`config.mk`:
```
export PLATFORM = sky130hd
export DESIGN_NAME = tty_arbiter
export DESIGN_NICKNAME = d
export VERILOG_FILES = /design/src/rtl/tty_arbiter.sv
export SDC_FILE = /design/constraint.sdc
export NUM_CORES = 1
export LEC_CHECK = 0
export ABC_AREA = 1
export CORE_MARGIN = 5
export CORE_UTILIZATION = 30
export DETAILED_ROUTE_END_ITERATION = 10
export PLACE_DENSITY_LB_ADDON = 0.08
export SLEW_MARGIN = 20
export SYNTH_ARGS = -nofsm -noshare
export SYNTH_HDL_FRONTEND = slang
export SYNTH_SLANG_ARGS = --single-unit
```
`constraint.sdc`:
```
create_clock -name clock -period 1.7 [get_ports clock]
set_input_delay 0.34 -clock clock [delete_from_list [all_inputs] [get_ports clock]]
set_output_delay 0.34 -clock clock [all_outputs]
set_load 0.05 [all_outputs]
```
`src/rtl/tty_arbiter.sv`:
```
// Two-requester round-robin character arbiter feeding a tty.
// Accepted characters are queued in a small FIFO. A three-state drain FSM
// pops one character, strobes it for one cycle, and then idles for GAP cycles.
module tty_arbiter #(
    parameter int DEPTH = 4,
    parameter int GAP   = 2
) (
    input  logic                         clock,
    input  logic                         reset_n,
    input  logic                         req0_valid,
    input  logic [7:0]                   req0_data,
    output logic                         req0_ready,
    input  logic                         req1_valid,
    input  logic [7:0]                   req1_data,
    output logic                         req1_ready,
    output logic [7:0]                   tty_data,
    output logic                         tty_enabled,
    output logic                         busy,
    output logic [$clog2(DEPTH+1)-1:0]   count
);

    localparam int AW = $clog2(DEPTH);
    localparam int CW = $clog2(DEPTH + 1);
    localparam int GW = (GAP > 1) ? $clog2(GAP) : 1;

    typedef enum logic [1:0] {
        S_IDLE,
        S_SEND,
        S_GAP
    } state_t;

    state_t        state;
    state_t        state_next;
    logic [7:0]    fifo_mem [DEPTH];
    logic [AW-1:0] wr_ptr;
    logic [AW-1:0] rd_ptr;
    logic [GW-1:0] gap_cnt;
    logic          prio;
    logic          grant0;
    logic          grant1;
    logic          full;
    logic          push;
    logic          pop;
    logic [7:0]    push_data;

    assign full       = (count == CW'(DEPTH));
    assign req0_ready = grant0 && !full;
    assign req1_ready = grant1 && !full;
    assign push       = (req0_valid && req0_ready) || (req1_valid && req1_ready);
    assign push_data  = grant1 ? req1_data : req0_data;
    assign pop        = (state == S_IDLE) && (count != '0);

    // Grant: a lone valid requester wins; on contention, prio names the winner
    always_comb begin
        grant0 = req0_valid && (!req1_valid || !prio);
        grant1 = req1_valid && (!req0_valid || prio);
    end

    // Round-robin pointer: after serving req0, favour req1 next time, and vice versa
    always_ff @(posedge clock or negedge reset_n) begin
        if (!reset_n) begin
            prio <= 1'b0;
        end else if (push) begin
            prio <= grant0;
        end
    end

    // FIFO pointers and occupancy; a simultaneous push and pop leave count unchanged
    always_ff @(posedge clock or negedge reset_n) begin
        if (!reset_n) begin
            wr_ptr <= '0;
            rd_ptr <= '0;
            count  <= '0;
        end else begin
            if (push) begin
                wr_ptr <= wr_ptr + AW'(1);
            end
            if (pop) begin
                rd_ptr <= rd_ptr + AW'(1);
            end
            case ({push, pop})
                2'b10:   count <= count + CW'(1);
                2'b01:   count <= count - CW'(1);
                default: count <= count;
            endcase
        end
    end

    // FIFO storage; no reset is needed because count guards every read
    always_ff @(posedge clock) begin
        if (push) begin
            fifo_mem[wr_ptr] <= push_data;
        end
    end

    // Output character register, loaded on each pop and held until the next one
    always_ff @(posedge clock or negedge reset_n) begin
        if (!reset_n) begin
            tty_data <= 8'h00;
        end else if (pop) begin
            tty_data <= fifo_mem[rd_ptr];
        end
    end

    // Drain FSM state register
    always_ff @(posedge clock or negedge reset_n) begin
        if (!reset_n) begin
            state <= S_IDLE;
        end else begin
            state <= state_next;
        end
    end

    // Drain FSM next state: IDLE pops, SEND lasts one cycle, GAP runs out its counter
    always_comb begin
        state_next = state;
        case (state)
            S_IDLE: begin
                if (pop) begin
                    state_next = S_SEND;
                end
            end
            S_SEND: begin
                state_next = (GAP > 0) ? S_GAP : S_IDLE;
            end
            S_GAP: begin
                if (gap_cnt == '0) begin
                    state_next = S_IDLE;
                end
            end
            default: begin
                state_next = S_IDLE;
            end
        endcase
    end

    // Gap down-counter: loaded during SEND so that GAP lasts exactly GAP cycles
    always_ff @(posedge clock or negedge reset_n) begin
        if (!reset_n) begin
            gap_cnt <= '0;
        end else if (state == S_SEND) begin
            gap_cnt <= GW'((GAP > 0) ? (GAP - 1) : 0);
        end else if ((state == S_GAP) && (gap_cnt != '0)) begin
            gap_cnt <= gap_cnt - GW'(1);
        end
    end

    assign tty_enabled = (state == S_SEND);
    assign busy        = (count != '0) || (state != S_IDLE);

endmodule

```
## Word-level counts from Yosys, hierarchy flattened

Memories as Yosys holds them, arrays and structs flattened. A register that Yosys moved wholly into a read port is not among the register bits.
Index checks and enable logic that the tools add are counted.

- Register bits: 11
- Memory bits (writable): 32
- Output and inout bits: 15
- Word-level logic and storage cells: 51
- Memories: 1

- Add/sub/neg operators: 5
- Equality and inequality tests: 7
- Muxes and demuxes: 9
- Reduce and logical (&&, ||, !) cells: 23

Memory list:

| name | depth | bits a word | rd ports | clocked after Yosys merged registers in | wr ports | line | text |
|---|---|---|---|---|---|---|---|
| fifo_mem | 4 | 8 | 1 | 1 | 1 | 34 | `logic [7:0] fifo_mem [DEPTH];` |

Operators by type and width:

| cell | number |
|---|---|
| $logic_and A1 B1 Y1 | 8 |
| $mux W8 | 1 |
| $pmux W2 S3 | 1 |
| $pmux W3 S2 | 1 |
| $reduce_bool A2 Y1 | 3 |
| $logic_not A1 Y1 | 5 |
| $add A2 B1 Y2 const B | 2 |
| $eq A2 B1 Y1 const B | 2 |
| $eq A2 B2 Y1 const B | 2 |
| $logic_or A1 B1 Y1 | 4 |
| $mux W1 | 4 |
| $mux W2 | 2 |
| $ne A2 B2 Y1 const B | 2 |
| $add A3 B1 Y3 const B | 1 |
| $eq A3 B3 Y1 const B | 1 |
| $reduce_bool A3 Y1 | 1 |
| $sub A3 B1 Y3 const B | 1 |
| $logic_not A2 Y1 | 1 |
| $reduce_and A2 Y1 | 1 |
| $sub A1 B1 Y1 const B | 1 |

## Logic depth before layout (Yosys ltp)

- Word-level depth: 8
- Depth in mapped cells: 13

## Least setup slack after synthesis

No wires, ideal clock.

- Path type: register to register
- Start point: register count[1]
- End point: register count[2]
- Library setup time: 125 ps
- Arrival: 2045 ps
- Required time: 1575 ps
- Setup slack: -470 ps
- Cell stages (with the launch flop): 12
- Path buffers: 0
- Period minus slack after synthesis: 2170 ps
- Cell sequence: dfrtp_1 nor2_4 nand2_2 nand2_2 nand2_4 inv_4 ha_1 inv_1 fa_1 nand2_1 nand3b_1 xor2_1

- Word-level cells in the longest chain between the ends: 7
- Elaborated cells on any way between the ends: 15
- Those cells by class: 2 x add/sub; 3 x eq/ne; 1 x mux; 9 x reduce/logical

Ends and longest elaborated chain:

| element | line | text |
|---|---|---|
| start, declared | 19 | `output logic [$clog2(DEPTH+1)-1:0] count` |
| start signal, assigned | 82 | `2'b10: count <= count + CW'(1);` |
| start signal, assigned | 83 | `2'b01: count <= count - CW'(1);` |
| start signal, assigned | 84 | `default: count <= count;` |
| $eq A3 B3 Y1 | 46 | `assign full = (count == CW'(DEPTH));` |
| $logic_not A1 Y1 | 47, 48 |  |
| $logic_and A1 B1 Y1, on equally long branches | 47, 48 |  |
| $logic_and A1 B1 Y1 | 49 | `assign push = (req0_valid && req0_ready) \|\| (req1_valid && req1_ready);` |
| $logic_or A1 B1 Y1 | 49 |  |
| $eq A2 B1 Y1 or $eq A2 B2 Y1 (tied branches) | 81 | `case ({push, pop})` |
| $pmux W3 S2 or $reduce_bool A2 Y1 (tied branches) | n/a |  |

Parallel ways exist; a longest one is shown, timed or not.
A chain may end at the register's enable or synchronous reset.

## Worst setup path after layout

Same ends and word-level chain as after synthesis.

==> results.toml <==
[detailed_routing]
drtIter0Drc = 35
firstDrtPassIters = 4
avgViaCountPerCell = 3.88
final_antenna_net_count = 0
detailroute.via_count = 1659
drt_drc_violations_left = 0
routed_wire_length_per_instance_um = 11.5
drt_wl_total_um = 4910

[worst_setup_path]
timing.critical_path.from_type = "flip-flop"
r2r_setup_slack_ps = -60
cp_data_required_time_ps = 1890
worstPathArrival_ps = 1950
setup.worst_path.end_class = "flip-flop"
critical_path_class = "reg2reg"
worst-path-max-fanout = 2

[logic_synthesis]
synth.net_count = 288
synth_top_cell_by_area = "edfxtp_1"
post_synth_design_cell_area_mm2 = 0.00246
syn_area_per_cell_um2 = 9.40
yosys.cell_count.top_type = "nand2_1"
synth-edff-count = 32
yosys.area.top_type_share_pct = 39.0
synth_warnings = 0
postSynthCellCount = 262
ffs_latches_synth = 51
synth_seq_area_share_pct = 58.3
synth.distinct_cells = 25
largest_cells_by_area_after_synthesis = "edfxtp_1 (39%), dfrtp_1 (19%), nand2_1 (14%)"
synth-async-reset-ratio_pct = 37.3
dominant_register_cell_in_the_synthesized_netlist = "edfxtp_1"
synth.top_cells.by_count = "nand2_1 (94), inv_1 (51), edfxtp_1 (32)"

[clock_network]
cts_buffer_depth = 2
clock_transition_at_path_regs_ps = 100
root_buffer = "clkbuf_8"
h-tree-depth = 2
cts_inserted_buffers = 5
cts_tree = "yes"
insertion_delay_ps = 300
cts_num_sinks = 51

[layout]
fin_cells = 428
nets = 348
syn2layout_area_growth_pct = 32.9
layout-drive-gt1-share_pct = 25.1
n_fill_cell = 824
num_antenna_cells = 0
utilization_pct = 40.4

[floorplanning]
fp.dieW_um = 101
die_h_um = 101
initial_core_utilization_pct = 30.4
die_area_mm2 = 0.0101
floorplan.rows = 33
coreArea_mm2 = 0.00809
number_of_top_level_design_ports = 35

[placement]
gp_routability_congestion = 0.704
port_buffers = 34
dpl.cell_count = 418
pre_cts_ws_ps = -470
detailed_place_hpwl_um = 3630

[sta]
rsz_0062_raised_after_global_routing = "true"
maxSlewViolCount = 0
timing.max_slew.rel_slack_pct = 78.5
max_slew.worst_pin.slew_ps = 322
final_period_minus_worst_setup_slack_ps = 1760
setup_violations = 1
final_cycle_share_pct = 104
timing.final.hold_violations = 0
final.hold.worst_slack_ps = 365
setup_slack_ps = -60.0
max_clock_skew_ps = 6.79
fmax_mhz = 568

[job]
max_cap_violations = 0

[run_status]
result_of_the_run = "finished, violations left"
failing_checks = "negative setup slack"

[pwr]
worst_ir_drop_vdd_v = 0.000585
pwr_density_cell_mw_per_mm2 = 2010
power.static_leakage_uw = 0.00160
fin_total_pwr_uw = 6580

[grt]
number_of_antenna_violations_at_the_first_check_in_global_routing = 0
grt_first_pass_wirelength_um = 8180
grt_max_degree = 20
first_global_vias = 1668
globalRouteOverflowTotal = 0
track_usage_pct = 10.6

[min_path]
hold_class = "in2async"
==> metrics by stage <==
step	instance area, um2	setup TNS (ps)
after floorplan	2490	-389
after global placement	3110	-13270
after detailed placement	3110	-16700
after CTS	3260	-154
after global routing	3270	-324
final	3270	-60.0
==> layer usage <==
layer	routed length, um	vias up	share of wire, %	GRT usage (%)
met5	0	-	0	0
met4	48	0	0.98	3.42
met3	192	2	3.9	2.70
met2	2340	26	48	16.9
met1	2320	722	47	14.1
li1	-	909	-	-
==> timing repair <==
| action | CTS | global route |
|---|---|---|
| setup buffers | 1 | 2 |
| gates resized for setup | 6 | 5 |
| hold buffers | 0 | 0 |
| pin swaps | 3 | 5 |
| cloned | 0 | 0 |
| setup endpoints to repair | 25 | 4 |
==> sequential cells by signal, indices dropped and copies added, names as in the netlist <==
| signal | count |
|---|---|
| state | 2 |
| wr_ptr | 2 |
| count | 3 |
| tty_data | 8 |
| prio | 1 |
| gap_cnt | 1 |
| fifo_mem | 32 |
| rd_ptr | 2 |
==> placed cells by master, fill, tap and decap left out, types with 2 or more instances in the layout <==
cell	n
buf_12	6
buf_4	32
bufinv_16	2
clkbuf_8	5
clkdlybuf4s50_1	17
dfrtp_1	16
dfrtp_2	3
edfxtp_1	32
ha_1	4
inv_1	47
inv_2	4
nand2_1	94
nand2_2	12
nand2_4	4
nand3_1	18
nor2_1	4
nor2_2	4
o21ai_1	2
xnor2_1	2
xor2_1	2
==> report_power, final <==
group	switching [uW]	leakage (uW)	total [uW]	internal, uW
logic	2110	0.00101	3490	1380
registers	227	0.000524	2110	1880
clock network	402	0.0000654	991	588
==> layout make-up <==
cell class,instances,area (um2),area share [%]
sequential,51,1440,44.0
clock inverter,2,60.1,1.83
inverter,54,215,6.57
multi-input combinational,152,791,24.2
timing repair buffer,58,563,17.2
tap,105,131,4.01
clock buffer,6,72.6,2.22
==> worst paths after layout <==
path,end,cells past startpoint,from
max,count[2]$_DFFE_PN0P_,11,count[1]$_DFFE_PN0P_
min,prio$_DFFE_PN0P_,2,reset_n
max reg2reg,count[2]$_DFFE_PN0P_,11,count[1]$_DFFE_PN0P_
min reg2reg,state[1]$_DFFE_PN0P_,2,gap_cnt$_DFFE_PN0P_
max in group asynchronous,count[2]$_DFFE_PN0P_,2,reset_n
min in group clock,state[1]$_DFFE_PN0P_,2,gap_cnt$_DFFE_PN0P_
==> critical path, cell delays in order (launching register included) <==
cell	delay, ps
dfrtp_2	430
nor2_4	150
nand2_4	90
nand2_4	70
nand2_4	60
clkinv_4	50
ha_4	120
inv_2	40
fa_2	330
nand2_1	70
nand3b_1	90
xor2_1	160
==> kinds of logic (layout without fill, tap and decap cells) <==
group                      count (synthesis)  in the layout  synth area share [%]
AOI/OAI and AO/OA                          3              3                 0.609
xor gates and xnor gates                   4              4                  1.42
adders and majority gates                  6              6                  3.35
DFF                                       51             51                  58.3
buffers and inverters                     59            120                  11.0
and+or+nand+nor                          139            139                  25.3
Note: power is estimated with default switching activity, not from simulation.
